File: src/rtl/aclint.sv
// ACLINT: machine timer (mtime/mtimecmp) and machine software interrupts (msip) for NumHarts
// harts, accessed through a 64-bit word register port with a one-deep response stage.
//
// Ports:
//   clk_i, rst_i                  clock, asynchronous active-high reset
//   req_valid_i / req_ready_o     request handshake
//   req_addr_i, req_we_i          byte address (bits [2:0] ignored), write enable
//   req_wmask_i, req_wdata_i      byte enables and write data
//   rsp_valid_o / rsp_ready_i     response handshake (response one cycle after acceptance)
//   rsp_rdata_o, rsp_error_o      read data (0 for writes), unmapped-address flag
//   msip_o, mtip_o                per-hart software / timer interrupts
//   ssip_o                        per-hart supervisor software interrupts (ACLINT_SSWI_EN only)
//
// Configuration: define ACLINT_SSWI_EN to add the ssip registers at 0xC000 and the ssip_o port.
// Without it the 0xC000 region is unmapped.
module aclint #(
   parameter int unsigned NumHarts    = 1,
   parameter int unsigned TickDivider = 40,
   parameter int unsigned AddrWidth   = 16
) (
   input  logic                 clk_i,
   input  logic                 rst_i,
   input  logic                 req_valid_i,
   output logic                 req_ready_o,
   input  logic [AddrWidth-1:0] req_addr_i,
   input  logic                 req_we_i,
   input  logic [7:0]           req_wmask_i,
   input  logic [63:0]          req_wdata_i,
   output logic                 rsp_valid_o,
   input  logic                 rsp_ready_i,
   output logic [63:0]          rsp_rdata_o,
   output logic                 rsp_error_o,
   output logic [NumHarts-1:0]  msip_o,
`ifdef ACLINT_SSWI_EN
   output logic [NumHarts-1:0]  ssip_o,
`endif
   output logic [NumHarts-1:0]  mtip_o
);

   localparam int unsigned PrescW    = (TickDivider > 1) ? $clog2(TickDivider) : 1;
   localparam int unsigned MsipBase  = 32'h0000;
   localparam int unsigned CmpBase   = 32'h4000;
   localparam int unsigned MtimeAddr = 32'hBFF8;
`ifdef ACLINT_SSWI_EN
   localparam int unsigned SsipBase  = 32'hC000;
`endif

   logic [PrescW-1:0]   presc_q, presc_d;
   logic                tick;
   logic [63:0]         mtime_q, mtime_d;
   logic [63:0]         mtimecmp_q [NumHarts];
   logic [63:0]         mtimecmp_d [NumHarts];
   logic [NumHarts-1:0] msip_q, msip_d;
   logic [NumHarts-1:0] mtip_q, mtip_d;
`ifdef ACLINT_SSWI_EN
   logic [NumHarts-1:0] ssip_q, ssip_d;
`endif

   logic                rsp_valid_q;
   logic [63:0]         rsp_rdata_q;
   logic                rsp_error_q;

   logic                accept;
   logic                wr;
   logic                hit;
   logic [63:0]         rdata;
   logic [AddrWidth-1:0] addr_a;
   logic                unused_addr;

   function automatic logic [63:0] merge(input logic [63:0] old, input logic [63:0] wdata,
                                         input logic [7:0] mask);
      logic [63:0] res;
      for (int unsigned b = 0; b < 8; b++) begin
         res[b*8 +: 8] = mask[b] ? wdata[b*8 +: 8] : old[b*8 +: 8];
      end
      return res;
   endfunction

   // Held low during reset so nothing is accepted while state is being cleared.
   assign req_ready_o = ~rst_i & (~rsp_valid_q | rsp_ready_i);
   assign accept      = req_valid_i & req_ready_o;
   assign wr          = accept & req_we_i;
   assign addr_a      = {req_addr_i[AddrWidth-1:3], 3'b000};
   assign unused_addr = ^req_addr_i[2:0];

   always_comb begin
      hit        = 1'b0;
      rdata      = '0;
      msip_d     = msip_q;
      mtimecmp_d = mtimecmp_q;
`ifdef ACLINT_SSWI_EN
      ssip_d     = ssip_q;
`endif
      tick    = (presc_q == PrescW'(TickDivider - 1));
      presc_d = tick ? '0 : presc_q + 1'b1;
      mtime_d = mtime_q + {63'd0, tick};

      // Each 64-bit msip/ssip word carries the even hart at bit 0 and the odd hart at bit 32;
      // the byte enable covering that bit decides whether the bit is written.
      for (int unsigned h = 0; h < NumHarts; h++) begin
         if (addr_a == AddrWidth'(MsipBase + (h / 2) * 8)) begin
            hit = 1'b1;
            rdata[(h % 2) * 32] = msip_q[h];
            if (wr && req_wmask_i[(h % 2) * 4]) msip_d[h] = req_wdata_i[(h % 2) * 32];
         end
`ifdef ACLINT_SSWI_EN
         if (addr_a == AddrWidth'(SsipBase + (h / 2) * 8)) begin
            hit = 1'b1;
            rdata[(h % 2) * 32] = ssip_q[h];
            if (wr && req_wmask_i[(h % 2) * 4]) ssip_d[h] = req_wdata_i[(h % 2) * 32];
         end
`endif
         if (addr_a == AddrWidth'(CmpBase + h * 8)) begin
            hit   = 1'b1;
            rdata = mtimecmp_q[h];
            if (wr) mtimecmp_d[h] = merge(mtimecmp_q[h], req_wdata_i, req_wmask_i);
         end
      end

      // Reads see the pre-increment value; a write overrides (and drops) a same-cycle tick.
      if (addr_a == AddrWidth'(MtimeAddr)) begin
         hit   = 1'b1;
         rdata = mtime_q;
         if (wr) mtime_d = merge(mtime_q, req_wdata_i, req_wmask_i);
      end

      for (int unsigned h = 0; h < NumHarts; h++) begin
         mtip_d[h] = (mtime_q >= mtimecmp_q[h]);
      end
   end

   always_ff @(posedge clk_i or posedge rst_i) begin
      if (rst_i) begin
         presc_q     <= '0;
         mtime_q     <= '0;
         msip_q      <= '0;
         mtip_q      <= '0;
`ifdef ACLINT_SSWI_EN
         ssip_q      <= '0;
`endif
         for (int unsigned h = 0; h < NumHarts; h++) begin
            mtimecmp_q[h] <= '1;
         end
         rsp_valid_q <= 1'b0;
         rsp_rdata_q <= '0;
         rsp_error_q <= 1'b0;
      end else begin
         presc_q    <= presc_d;
         mtime_q    <= mtime_d;
         msip_q     <= msip_d;
         mtip_q     <= mtip_d;
`ifdef ACLINT_SSWI_EN
         ssip_q     <= ssip_d;
`endif
         mtimecmp_q <= mtimecmp_d;
         if (accept) begin
            rsp_valid_q <= 1'b1;
            rsp_rdata_q <= req_we_i ? 64'd0 : rdata;
            rsp_error_q <= ~hit;
         end else if (rsp_ready_i) begin
            rsp_valid_q <= 1'b0;
         end
      end
   end

   assign rsp_valid_o = rsp_valid_q;
   assign rsp_rdata_o = rsp_rdata_q;
   assign rsp_error_o = rsp_error_q;
   assign msip_o      = msip_q;
   assign mtip_o      = mtip_q;
`ifdef ACLINT_SSWI_EN
   assign ssip_o      = ssip_q;
`endif

endmodule

File: config.mk
export PLATFORM = sky130hd
export DESIGN_NAME = aclint
export DESIGN_NICKNAME = d
export VERILOG_FILES = /design/src/rtl/aclint.sv
export SDC_FILE = /design/constraint.sdc
export NUM_CORES = 1
export LEC_CHECK = 0
export CORE_MARGIN = 1.5
export CORE_UTILIZATION = 40
export CTS_CLUSTER_SIZE = 16
export DETAILED_ROUTE_END_ITERATION = 12
export SETUP_SLACK_MARGIN = 0.1
export SYNTH_ARGS = -nofsm -noshare
export SYNTH_HDL_FRONTEND = slang
export SYNTH_SLANG_ARGS = --single-unit
File: constraint.sdc
create_clock -name clk_i -period 14.2 [get_ports clk_i]
set_input_delay 4.26 -clock clk_i [delete_from_list [all_inputs] [get_ports clk_i]]
set_output_delay 4.26 -clock clk_i [all_outputs]
set_load 0.1 [all_outputs]
==> results.toml <==
[run_status]
status = "finished, final reports clean"

[floorplan]
die_h_um = 171
die_x_um = 171
placementRows = 61
die-area_sq_um = 29400
ios = 162
start_util = 0.407
coreArea_sq_um = 27900

[detailed_routing]
wl_mm = 31.5
drc = 0
drt_iter0_drc = 580
first_pass_iters = 4
via_count = 9777
routedWlPerCell_um = 18.3
drtAntennaViolNets = 0
via_per_inst = 5.66

[place]
placed_area_sq_um = 13300
hpwl_mm = 21.7
routabilityCongestion = 0.835
dp.cells = 1681
io_buffers = 158

[sta]
skew_ns = 0.0100
fin_crit_sh = 0.759
finalCriticalPeriod_ns = 10.77
hold_viol_final = 0
worst_pin_slew_ns = 1.07
rsz0062_at_grt = "no"
relSlewSlack = 0.286
drv_slew = 0
setup_viol = 0
setup_tns_ns = 0
clock.fmax_ghz = 0.0928

[worst_setup_path]
required_ns = 9.94
end_kind = "output pin"
start_kind = "input pin"
crit_arrival_ns = 6.51
cp_max_fo = 60
worstSetupPathType = "in -> out"

[clock_network]
clkLatencyLatePin_ns = 0.51
postCtsResizedCells = 0
ctsHoldBuffers = 0
cts_inserted_buffers = 24
postCtsSetupBuffers = 0
h-tree-depth = 1
path_clk_slew_ns = 0.06
clk_path_buf_depth = 3
clockRootBuffer = "clkbuf_16"
clock-sinks = 202
cts_tree = "built"

[global_routing]
grt_usage = 0.220
grt_pass1_wl_mm = 51.8
antenna_found_initial = 2
first_global_vias = 9651
grt_overflow_total = 0
grt_max_degree = 80

[power]
power_density_nw_per_um2 = 88.8
irDropWorstVdd_mv = 0.0608
p_leak_nw = 5.44

[yosys]
avgSynthCellArea_sq_um = 9.51
async_flop_share = 1.00
synth_edf_count = 0
yosysSeqAreaShare = 0.452
synthFlopType = "dfrtp_1"
netlist_area_sq_um = 11400
yosysWarnings = 0
syn_inst = 1193
synth_cell_types = 62
synth-seq-cells = 202
synth_nets = 1353

[final_layout]
fin_nets = 1489
fin_cells = 1726
n_fill_cell = 2641
drive_gt1_frac = 0.148
design_area_sq_um = 14100
area_delta_synth_final_pct = 23.9
layout_commonest_cell = "clkdlybuf4s50_1"
mostFrequentLayoutCells = "158 x clkdlybuf4s50_1, 138 x dfrtp_1, 135 x nand2_1"

[job]
maxCapViolCount = 0

[hold_path]
holdCritPathClass = "reg -> reg"
cell type report:
cell class,instances,area [sq um],share of cell area
Multi-Input combinational cell,860,5740,0.408
Sequential cell,202,5130,0.365
Clock inverter,4,45.0,0.00320
Antenna cell,2,5.00,0.000356
Inverter,74,285,0.0203
Clock buffer,39,728,0.0518
Tap cell,378,473,0.0336
Timing Repair Buffer,167,1650,0.117
metal layers:
metal	share of wire	wire [um]	up-vias	global-route usage
met3	0.043	1350	45	0.0267
li1	-	-	4662	-
met2	0.46	14600	254	0.359
met5	0	0	-	0
met1	0.47	14800	4816	0.307
met4	0.025	783	0	0.0603
worst paths after layout:
kind | start | slack, ns | end | depth (start not counted)
min in group asynchronous | rst_i | 4.16 | rsp_rdata_o[32] | 2
hold reg to reg | rsp_rdata_o[28] | 0.47 | rsp_rdata_o[28] | 2
max in group asynchronous | rst_i | 8.61 | mtime_q[33] | 3
setup / recovery | rst_i | 3.43 | req_ready_o | 4
hold / removal | rsp_rdata_o[28] | 0.47 | rsp_rdata_o[28] | 2
setup reg to reg | presc_q[0] | 10.25 | mtime_q[51] | 10
report_power, final:
| part | internal, W | total [W] | switching (W) |
|---|---|---|---|
| registers | 0.000578 | 0.000578 | 0.000000615 |
| logic | 0.0000268 | 0.0000670 | 0.0000402 |
| clock network | 0.000366 | 0.000603 | 0.000237 |
| total | 0.000971 | 0.00125 | 0.000278 |
flip-flops by register name, indices dropped and copies added (netlist names):
| signal | cells |
|---|---|
| rsp_error_o | 1 |
| mtip_o | 1 |
| rsp_rdata_o | 64 |
| mtime_q | 64 |
| presc_q | 6 |
| rsp_valid_o | 1 |
| mtimecmp_q | 64 |
| msip_o | 1 |
worst max-delay path: stages:
cell,delay (ns)
clkdlybuf4s50_1,0.49
inv_8,0.34
and2_1,0.23
clkdlybuf4s50_1,1.14
synthesized netlist by cell type (all sizes together) (2+ instances only):
library cell	n	share of area
dfrtp	138	0.30
nand2	137	0.045
o21ai	103	0.045
inv	74	0.024
nor2	74	0.025
a21oi	71	0.031
ha	67	0.074
mux2	66	0.065
a22oi	65	0.043
dfstp	64	0.15
clkbuf	48	0.016
nand3	36	0.016
nand4	22	0.013
nor4	20	0.012
and3	19	0.010
a211oi	17	0.011
nor3	13	0.0057
or3	12	0.0071
and4	10	0.0079
a311oi	9	0.0069
and2	9	0.0050
buf	9	0.0035
o31ai	9	0.0060
a21o	8	0.0053
o221a	8	0.0079
o22ai	7	0.0039
o41ai	7	0.0054
a211o	6	0.0046
nor2b	6	0.0033
o32ai	6	0.0046
mux2i	5	0.0044
o21a	5	0.0033
a31oi	4	0.0022
xnor2	4	0.0031
a221oi	3	0.0023
a31o	3	0.0023
nand2b	3	0.0017
nand3b	3	0.0020
nor3b	3	0.0020
nand4b	2	0.0015
o211ai	2	0.0013
or2	2	0.0011
or3b	2	0.0015
or4	2	0.0013
logic make-up after synthesis:
logic type / count (synthesis) / synth area share
fa+ha+maj: 67 / 0.0739
mux: 71 / 0.0699
xor+xnor: 5 / 0.00386
compound gates: 341 / 0.193
buf+inv: 131 / 0.0439
simple gates: 376 / 0.163
flops: 202 / 0.452
per-stage QoR:
step                      hold slack, ns  power, W  worst slack [ns]   util
after floorplan                    0.425  0.000613             0.425      -
after global placement             0.445  0.000656              3.39  0.477
after detailed placement           0.469  0.000656              3.40  0.477
after CTS                          0.482   0.00127              3.40  0.504
after global routing               0.504   0.00129              3.33  0.505
final                              0.474   0.00125              3.43  0.505
Note: power is estimated with default switching activity, not from simulation.
